===== src/rtl/alu_arbiter_pkg.sv =====
// alu_arbiter_pkg: ALUCtrl encoding shared by the arbiter, alu_control and the ALU
package alu_arbiter_pkg;

    localparam int ALU_CTRL_W = 4;

    typedef enum logic [ALU_CTRL_W-1:0] {
        ALU_ADD = 4'd0,
        ALU_SUB = 4'd1,
        ALU_AND = 4'd2,
        ALU_OR  = 4'd3,
        ALU_SLT = 4'd4,
        ALU_XOR = 4'd5,
        ALU_SLL = 4'd6,
        ALU_SRL = 4'd7,
        ALU_SRA = 4'd8,
        ALU_BNE = 4'd9
    } aluCtrl_e;

    localparam logic [ALU_CTRL_W-1:0] ALU_CTRL_MAX = 4'd9;

    function automatic logic isLegalCtrl(input logic [ALU_CTRL_W-1:0] code);
        return code <= ALU_CTRL_MAX;
    endfunction

endpackage


===== src/rtl/alu_arbiter_if.sv =====
// alu_arbiter_if: requester bundle, ALU drive/return and response slot of the shared ALU
interface alu_arbiter_if #(
    parameter int NREQ = 2,
    parameter int IDW  = 1,
    parameter int XLEN = 32
);
    import alu_arbiter_pkg::*;

    logic [NREQ-1:0]            req_valid_i;
    logic [NREQ-1:0]            req_ready_o;
    logic [NREQ*ALU_CTRL_W-1:0] req_ctrl_i;
    logic [NREQ*XLEN-1:0]       req_a_i;
    logic [NREQ*XLEN-1:0]       req_b_i;
    logic [ALU_CTRL_W-1:0]      alu_ctrl_o;
    logic [XLEN-1:0]            alu_a_o;
    logic [XLEN-1:0]            alu_b_o;
    logic [XLEN-1:0]            alu_res_i;
    logic                       rsp_valid_o;
    logic [IDW-1:0]             rsp_id_o;
    logic [XLEN-1:0]            rsp_data_o;
    logic                       rsp_zero_o;
    logic [NREQ-1:0]            rsp_ready_i;
    logic                       err_o;

    // requesters plus the combinational ALU
    modport master (
        output req_valid_i, req_ctrl_i, req_a_i, req_b_i, alu_res_i, rsp_ready_i,
        input  req_ready_o, alu_ctrl_o, alu_a_o, alu_b_o,
        input  rsp_valid_o, rsp_id_o, rsp_data_o, rsp_zero_o, err_o
    );

    // the arbiter itself
    modport slave (
        input  req_valid_i, req_ctrl_i, req_a_i, req_b_i, alu_res_i, rsp_ready_i,
        output req_ready_o, alu_ctrl_o, alu_a_o, alu_b_o,
        output rsp_valid_o, rsp_id_o, rsp_data_o, rsp_zero_o, err_o
    );

endinterface


===== src/rtl/alu_arbiter_rr.sv =====
// rr_arbiter: combinational round-robin pick, scanning upward from ptr with wrap
module rr_arbiter #(
    parameter int NREQ = 2,
    parameter int IDW  = 1
) (
    input  logic [NREQ-1:0] req,
    input  logic [IDW-1:0]  ptr,
    output logic [NREQ-1:0] gnt,
    output logic [IDW-1:0]  idx,
    output logic            found
);

    // first set request at or after ptr wins; gnt is the one-hot form of idx
    always_comb begin
        idx   = '0;
        found = 1'b0;
        for (int k = 0; k < NREQ; k++) begin
            if (!found && req[(int'(ptr) + k) % NREQ]) begin
                found = 1'b1;
                idx   = IDW'((int'(ptr) + k) % NREQ);
            end
        end
        gnt = found ? (NREQ'(1) << idx) : '0;
    end

endmodule


===== src/rtl/alu_arbiter.sv =====
// alu_arbiter: round-robin sharing of one combinational ALU with a single registered response slot
module alu_arbiter
    import alu_arbiter_pkg::*;
#(
    parameter int NREQ = 2,
    parameter int IDW  = 1,
    parameter int XLEN = 32
) (
    input logic         clk_i,
    input logic         rst_i,
    alu_arbiter_if.slave bus
);

    logic [IDW-1:0]        ptr;
    logic [IDW-1:0]        gntIdx;
    logic [NREQ-1:0]       gntVec;
    logic                  gntFound;
    logic                  slotFree;
    logic                  accept;
    logic                  illegal;
    logic [ALU_CTRL_W-1:0] selCtrl;
    logic [XLEN-1:0]       selA;
    logic [XLEN-1:0]       selB;

    rr_arbiter #(.NREQ(NREQ), .IDW(IDW)) u_rr (
        .req   (bus.req_valid_i),
        .ptr   (ptr),
        .gnt   (gntVec),
        .idx   (gntIdx),
        .found (gntFound)
    );

    // only the owner's ready can free the slot; a stalled slot blocks every new grant
    assign slotFree = !bus.rsp_valid_o || bus.rsp_ready_i[bus.rsp_id_o];
    assign accept   = gntFound && slotFree;

    // steer the granted requester onto the ALU, neutralising illegal codes to ADD
    always_comb begin
        selCtrl         = bus.req_ctrl_i[int'(gntIdx)*ALU_CTRL_W +: ALU_CTRL_W];
        selA            = bus.req_a_i[int'(gntIdx)*XLEN +: XLEN];
        selB            = bus.req_b_i[int'(gntIdx)*XLEN +: XLEN];
        illegal         = gntFound && !isLegalCtrl(selCtrl);
        bus.alu_ctrl_o  = (gntFound && !illegal) ? selCtrl : ALU_ADD;
        bus.alu_a_o     = gntFound ? selA : '0;
        bus.alu_b_o     = gntFound ? selB : '0;
        bus.req_ready_o = accept ? gntVec : '0;
    end

    // response slot, round-robin pointer and sticky illegal-code flag
    always_ff @(posedge clk_i) begin
        if (rst_i) begin
            ptr             <= '0;
            bus.rsp_valid_o <= 1'b0;
            bus.rsp_id_o    <= '0;
            bus.rsp_data_o  <= '0;
            bus.rsp_zero_o  <= 1'b0;
            bus.err_o       <= 1'b0;
        end else if (accept) begin
            ptr             <= (gntIdx == IDW'(NREQ-1)) ? '0 : gntIdx + 1'b1;
            bus.rsp_valid_o <= 1'b1;
            bus.rsp_id_o    <= gntIdx;
            bus.rsp_data_o  <= bus.alu_res_i;
            bus.rsp_zero_o  <= (bus.alu_res_i == '0);
            bus.err_o       <= bus.err_o || illegal;
        end else if (slotFree) begin
            bus.rsp_valid_o <= 1'b0;
        end
    end

endmodule


===== src/flat_wrapper.sv =====
// flat-port wrapper written by rule: the top's interface ports become plain ports
module alu_arbiter_flat import alu_arbiter_pkg::*;
#(
    parameter int NREQ = 2,
    parameter int IDW  = 1,
    parameter int XLEN = 32
)
  (clk_i, rst_i, bus_req_valid_i, bus_req_ctrl_i, bus_req_a_i, bus_req_b_i, bus_alu_res_i, bus_rsp_ready_i, bus_req_ready_o, bus_alu_ctrl_o, bus_alu_a_o, bus_alu_b_o, bus_rsp_valid_o, bus_rsp_id_o, bus_rsp_data_o, bus_rsp_zero_o, bus_err_o);
  alu_arbiter_if #(.NREQ(NREQ), .IDW(IDW), .XLEN(XLEN)) bus_i ();
  input logic clk_i;
  input logic rst_i;
  input wire logic [$bits(bus_i.req_valid_i)-1:0] bus_req_valid_i;
  input wire logic [$bits(bus_i.req_ctrl_i)-1:0] bus_req_ctrl_i;
  input wire logic [$bits(bus_i.req_a_i)-1:0] bus_req_a_i;
  input wire logic [$bits(bus_i.req_b_i)-1:0] bus_req_b_i;
  input wire logic [$bits(bus_i.alu_res_i)-1:0] bus_alu_res_i;
  input wire logic [$bits(bus_i.rsp_ready_i)-1:0] bus_rsp_ready_i;
  output wire logic [$bits(bus_i.req_ready_o)-1:0] bus_req_ready_o;
  output wire logic [$bits(bus_i.alu_ctrl_o)-1:0] bus_alu_ctrl_o;
  output wire logic [$bits(bus_i.alu_a_o)-1:0] bus_alu_a_o;
  output wire logic [$bits(bus_i.alu_b_o)-1:0] bus_alu_b_o;
  output wire logic [$bits(bus_i.rsp_valid_o)-1:0] bus_rsp_valid_o;
  output wire logic [$bits(bus_i.rsp_id_o)-1:0] bus_rsp_id_o;
  output wire logic [$bits(bus_i.rsp_data_o)-1:0] bus_rsp_data_o;
  output wire logic [$bits(bus_i.rsp_zero_o)-1:0] bus_rsp_zero_o;
  output wire logic [$bits(bus_i.err_o)-1:0] bus_err_o;
  assign bus_i.req_valid_i = bus_req_valid_i;
  assign bus_i.req_ctrl_i = bus_req_ctrl_i;
  assign bus_i.req_a_i = bus_req_a_i;
  assign bus_i.req_b_i = bus_req_b_i;
  assign bus_i.alu_res_i = bus_alu_res_i;
  assign bus_i.rsp_ready_i = bus_rsp_ready_i;
  assign bus_req_ready_o = bus_i.req_ready_o;
  assign bus_alu_ctrl_o = bus_i.alu_ctrl_o;
  assign bus_alu_a_o = bus_i.alu_a_o;
  assign bus_alu_b_o = bus_i.alu_b_o;
  assign bus_rsp_valid_o = bus_i.rsp_valid_o;
  assign bus_rsp_id_o = bus_i.rsp_id_o;
  assign bus_rsp_data_o = bus_i.rsp_data_o;
  assign bus_rsp_zero_o = bus_i.rsp_zero_o;
  assign bus_err_o = bus_i.err_o;
  alu_arbiter #(.NREQ(NREQ), .IDW(IDW), .XLEN(XLEN)) u_core (.clk_i(clk_i), .rst_i(rst_i), .bus(bus_i));
endmodule

===== config.mk =====
export PLATFORM = sky130hd
export DESIGN_NAME = alu_arbiter_flat
export DESIGN_NICKNAME = d
export VERILOG_FILES = /design/src/rtl/alu_arbiter_pkg.sv /design/src/rtl/alu_arbiter_if.sv /design/src/rtl/alu_arbiter_rr.sv /design/src/rtl/alu_arbiter.sv /design/src/flat_wrapper.sv
export SDC_FILE = /design/constraint.sdc
export NUM_CORES = 1
export LEC_CHECK = 0
export BUFFER_PORTS_ARGS = -buffer_cell sky130_fd_sc_hd__buf_2
export CORE_AREA = 2 2 108 110
export DETAILED_ROUTE_END_ITERATION = 16
export DIE_AREA = 0 0 110 112
export GPL_ROUTABILITY_DRIVEN = 0
export HOLD_SLACK_MARGIN = 0.12
export SLEW_MARGIN = 10
export SYNTH_ARGS = -nofsm -noshare
export SYNTH_HDL_FRONTEND = slang
export SYNTH_SLANG_ARGS = --single-unit

===== constraint.sdc =====
create_clock -name clk_i -period 1.75 [get_ports clk_i]
set_clock_uncertainty 0.1 [all_clocks]
set_input_delay 0.35 -clock clk_i [delete_from_list [all_inputs] [get_ports clk_i]]
set_output_delay 0.35 -clock clk_i [all_outputs]
set_load 0.005 [all_outputs]

Yosys cells after proc, flatten, opt, wreduce, memory -nomap -nowiden

Index checks and enable logic that the tools add are counted.

Register bits: 37
Bits of input ports: 174
Output and inout bits: 106
Word-level logic and storage cells: 48

Add/subtract/negate cells: 2
Order comparisons: 4
Shifts and indexed selects: 4
Mux-type cells: 19
Bitwise logic cells: 1
Reductions and logical operators: 12

Operator list:

| kind                                                                 | number |
|---|---|
| 64-bit by 7-bit indexed part select with 32-bit output               | 2 |
| 32-bit 2-to-1 mux                                                    | 2 |
| 32-bit logical NOT                                                   | 1 |
| 1-bit 2-to-1 mux                                                     | 14 |
| 8-bit by 4-bit indexed part select with 4-bit output                 | 1 |
| 4-bit less-or-equal comparator, second input constant                | 1 |
| 1-bit logical AND                                                    | 4 |
| 1-bit logical NOT                                                    | 4 |
| 1-bit by 2-bit < comparator with 1-bit output, second input constant | 2 |
| 2-bit 2-to-1 mux                                                     | 2 |
| 4-bit 2-to-1 mux                                                     | 1 |
| 2-bit by 3-bit < comparator with 1-bit output, second input constant | 1 |
| 1-bit adder, second input constant                                   | 2 |
| 1-bit logical OR                                                     | 2 |
| 2-bit nonzero test                                                   | 1 |
| 1-bit by 1-bit left shift with 2-bit output, first input constant    | 1 |
| 1-bit AND, first input constant                                      | 1 |

Logic depth before layout (Yosys ltp)

Word-level depth: 14
Mapped depth: 6
Gate-level depth less buffers: 4

By module

From an unflattened synthesis, not the netlist that was laid out.

Cell total of the unflattened synthesis: 332
Area, all modules: 2580.0 um^2

Modules (own cells, without submodules):

| module      | times used | cells an instance | area an instance (um^2) | seq. area each (um^2) |
|---|---|---|---|---|
| alu_arbiter | 1          | 327               | 2547.4                  | 740.7 |
| rr_arbiter  | 1          | 5                 | 32.5                    | 0.0 |

Worst setup path after synthesis

Ideal clock, no wire load.

Path type: register to output
Start: register u_core.ptr
End: output bus_alu_a_o[22]
Data arrival time: 1.192 ns
Data required time: 1.300 ns
Path slack: 0.108 ns
Stages on the path, launching flop included: 7
Path buffers: 2
Path through: dfxtp_1 -> nand2b_1 -> and2_1 -> clkbuf_1 -> clkbuf_1 -> nand2_1 -> nand2_1

Word-level cells in the longest chain between the ends: 8
Elaborated cells on any way between the ends: 14
Those cells by class: 1 x add/sub; 1 x shift; 10 x mux; 2 x reduce/logical

RTL lines:

| element                                                                     | line                                       | text |
|---|---|---|
| start, declared                                                             | alu_arbiter.sv:14                          | `logic [IDW-1:0] ptr;` |
| start signal, assigned                                                      | alu_arbiter.sv:59                          | `ptr <= (gntIdx == IDW'(NREQ-1)) ? '0 : gntIdx + 1'b1;` |
| 1-bit adder or 1-bit 2-to-1 mux (tied branches)                             | alu_arbiter_rr.sv:18, alu_arbiter_rr.sv:20 |  |
| 1-bit 2-to-1 mux (not written as such) (2 in series)                        | alu_arbiter_rr.sv:18                       | `if (!found && req[(int'(ptr) + k) % NREQ]) begin` |
| 1-bit 2-to-1 mux (not written as such) or 1-bit logical NOT (tied branches) | alu_arbiter_rr.sv:18                       |  |
| 1-bit logical AND                                                           | alu_arbiter_rr.sv:18                       |  |
| 1-bit 2-to-1 mux                                                            | alu_arbiter_rr.sv:18                       |  |
| 64-bit by 7-bit indexed part select with 32-bit output                      | alu_arbiter.sv:40                          | `selA = bus.req_a_i[int'(gntIdx)*XLEN +: XLEN];` |
| 32-bit 2-to-1 mux *                                                         | alu_arbiter.sv:44                          | `bus.alu_a_o = gntFound ? selA : '0;` |
| end, declared                                                               | flat_wrapper.sv:20                         | `output wire logic [$bits(bus_i.alu_a_o)-1:0] bus_alu_a_o;` |

Mark *: on every way between the ends. The rest lies on a longest branch, timed or not. The select of a mux whose other input is x is not followed.

Worst setup path after layout

Start: register u_core.ptr
End: output bus_alu_a_o[25]

The elaborated chain is that of the path after synthesis.

==> results.json <==
{
  "power_switching_uw": 882.2,
  "port-buffer-count": 279,
  "cpPeakStageDelay_ns": 0.31,
  "synth_top_cells_by_area": "nand2_1 32%, dfxtp_1 31%, nand3_1 14%, a21oi_1 8.5%, clkbuf_1 2.4%",
  "power.share.clock": 0.306,
  "ys_top_cells_by_count": "202 x nand2_1, 65 x nand3_1, 40 x a21oi_1",
  "synth_enable_flop_cells": 0,
  "synthesis.nets": 579,
  "clock-sinks": 37,
  "htreeDepth": 2,
  "die_w_um": 110,
  "synth.most_common_cell": "nand2_1",
  "sequentialPowerShare": 0.323,
  "multi_input_comb_area_um2": 1612,
  "post-route-cell-area_um2": 4506,
  "drv.max_cap_violation_count": 0,
  "critPathBufInv": 3,
  "insertion_delay_ns": 0.27,
  "post_synth_num_cell_types": 26,
  "min_path_type": "in -> reg",
  "num-nets-final": 867,
  "tritoncts.num_buffers": 5,
  "worst-r2r-setup-slack_ns": 0.22,
  "average_vias_per_placed_instance": 4.435,
  "worst-path-max-fanout": 8,
  "fillerInstances": 1229,
  "postRouteWirelength_um": 11260,
  "timing_worst_setup_path_type": "reg -> out",
  "post-synth-top-area-fraction": 0.3217,
  "number_of_iterations_in_the_first_detailed_routing_pass": 6,
  "die_height_um": 112,
  "fin_ws_ns": -0.1429,
  "wl_per_cell_um": 13.45,
  "path_common_cell": "buf_12",
  "min_delay_worst_endpoint": "u_core.bus.rsp_data_o[21]",
  "core_area_um2": 11170,
  "grt_max_degree": 42,
  "area_growth_pct": 91.14,
  "synth_area_um2": 2357,
  "fin_hold_ws_ns": 0.2218,
  "cts_root_cell": "clkbuf_16",
  "cpLargestDelayFamily": "simple AND/OR/NAND/NOR gates",
  "pwr_density_nw_per_um2": 642.9,
  "timing.final.crit_share": 1.082,
  "worstSetupStartpointType": "register",
  "max_slew_margin": 0.7346,
  "timing_worst_slew_pin_value_ns": 0.3981,
  "average_footprint_of_a_synthesized_cell_um2": 5.820,
  "asyncSetResetFlopFracSynth": 0,
  "rows": 39,
  "r2r-start": "u_core.bus.rsp_id_o",
  "crit_cells": 7,
  "synth-warning-count": 0,
  "clk_transition_reported_paths_ns": 0.05,
  "grt_remaining_overflow": 0,
  "synth_seq_cells": 37,
  "worst-r2r-cell-count": 5,
  "grt_pass1_vias": 3316,
  "p_sw_frac": 0.3046,
  "cp-end-kind": "output pin",
  "design_power_total_uw": 2897,
  "synth_cells": 405,
  "failed_checks": "setup timing",
  "max-vdd-ir-drop_mv": 0.6159,
  "design.die.area_um2": 12320,
  "register_area_um2": 743.2,
  "synthDominantAreaCellType": "nand2_1",
  "placed_cell_area_um2": 4100,
  "setup_violations": 69,
  "timing.critical_path.required_ns": 1.30,
  "dp.final_hpwl_um": 8677,
  "grt_pass1_wl_um": 16290,
  "crit_chain": "nand2b_4 > and2_4 > buf_12 > buf_12 > nand2_2 > nand2_1 > buf_2",
  "grt_setup_unrepaired": "yes",
  "pwr-share-comb": 0.371,
  "power.leakage_uw": 0.002603,
  "initial_core_util": 0.2110,
  "antenna_found_initial": 2,
  "ant_nets": 0,
  "cp_slowest_cell": "dfxtp_2",
  "route.detailed.drc": 0,
  "worstHoldStart": "bus_alu_res_i[21]",
  "critical_path_arrival_ns": 1.44,
  "rr_endpoint": "u_core.bus.rsp_zero_o",
  "status": "finished, violations left",
  "min_period_ns": 1.893,
  "power_report.internal_total_uw": 2015,
  "report.final.slew_viol_count": 0,
  "global_route.usage.total": 0.1664,
  "dominantRegCellSynth": "dfxtp_1",
  "min_path_cells": 3,
  "drt_iter0_drc": 206,
  "timing.final.hold_violations": 0,
  "max_clock_freq_ghz": 0.5283,
  "cts_tree": "done",
  "setup_tns_ns": -5.294,
  "seq_area_frac_synth": 0.3142,
  "routed-via-count": 3712,
  "clk_path_buf_depth": 2,
  "io_pins": 280,
  "share_of_layout_cells_above_drive_strength_1": 0.5094
}
## flip-flops by register name, indices dropped and copies added, names as in the netlist
name / count
u_core.bus.rsp_id_o: 1
u_core.bus.rsp_data_o: 32
u_core.bus.err_o: 1
u_core.bus.rsp_zero_o: 1
u_core.ptr: 1
u_core.bus.rsp_valid_o: 1
## area by class of cell
class                   count  share of cell area
diodes                      1           0.0005554
clock buffers               7             0.03166
multi-input cells         335              0.3577
flip-flops and latches     37              0.1650
well taps                 143             0.03971
repair buffers            314              0.4054
## power groups by stage
stage | Clock [uW] | Sequential, uW | Combinational [uW]
finish | 885 | 937 | 1070
global route | 938 | 942 | 1200
CTS | 901 | 935 | 1060
detailed placement | 0 | 951 | 984
global placement | 0 | 949 | 986
floorplan | 0 | 957 | 405
## per-layer routing
| layer | part of all wire | GRT usage | vias to the layer above |
|---|---|---|---|
| li1 | - | - | 1906 |
| met1 | 0.40 | 0.1990 | 1601 |
| met2 | 0.50 | 0.2998 | 191 |
| met3 | 0.095 | 0.03981 | 12 |
| met4 | 0.012 | 0.02954 | 2 |
| met5 | 0.0012 | 0 | - |
## worst max path at each step
stage	from	endpoint	slack, ns
detailed placement	bus_req_valid_i[0]	bus_alu_a_o[6]	-0.07
global route	u_core.ptr	bus_alu_a_o[26]	-0.20
CTS	u_core.ptr	bus_alu_a_o[23]	-0.15
finish	u_core.ptr	bus_alu_a_o[25]	-0.14
floorplan	u_core.ptr	bus_alu_a_o[22]	0.11
global placement	bus_req_valid_i[0]	bus_alu_a_o[6]	-0.07
## tightest hold or removal path: cells and delay by family
kind                   cells  cell delay [ns]
AO/OA/AOI/OAI              1             0.05
buffers and inverters      1             0.10
AND/OR/NAND/NOR            1             0.05
## cell usage in the layout (no fill, tap or decap), types with 3 or more instances in the layout
master	count
dfxtp_1	35
a21oi_1	37
clkbuf_16	5
buf_4	22
nand2_2	15
a21oi_2	4
buf_12	11
buf_2	278
nand2_4	5
nand3_1	64
nand2_1	182
nor4_1	6
nor2_1	3
## through the flow
step	util	worst slack, ns	cells
after floorplan	-	0.1083	405
after global placement	0.3669	-0.06947	822
after detailed placement	0.3669	-0.07200	822
after CTS	0.3967	-0.1461	836
after global routing	0.4030	-0.1967	836
final	0.4032	-0.1429	837
## cells by family (layout without fill, tap and decap cells)
kind of cell,Yosys count,after routing,synth area share
AO/OA/AOI/OAI,49,49,0.1141
buffers and inverters,33,321,0.06210
multiplexers,1,1,0.004246
flip-flops,37,37,0.3142
AND/OR/NAND/NOR,285,285,0.5053
other,0,1,0
## timing repair
item / in CTS / in global routing
hold buffers: 0 / 0
gates cloned: 2 / 0
pin swaps: 5 / 1
buffers inserted: 5 / 1
setup endpoints to repair: 70 / 70
resized for setup: 24 / 21
No activity file was read; power rests on OpenSTA's default activity.
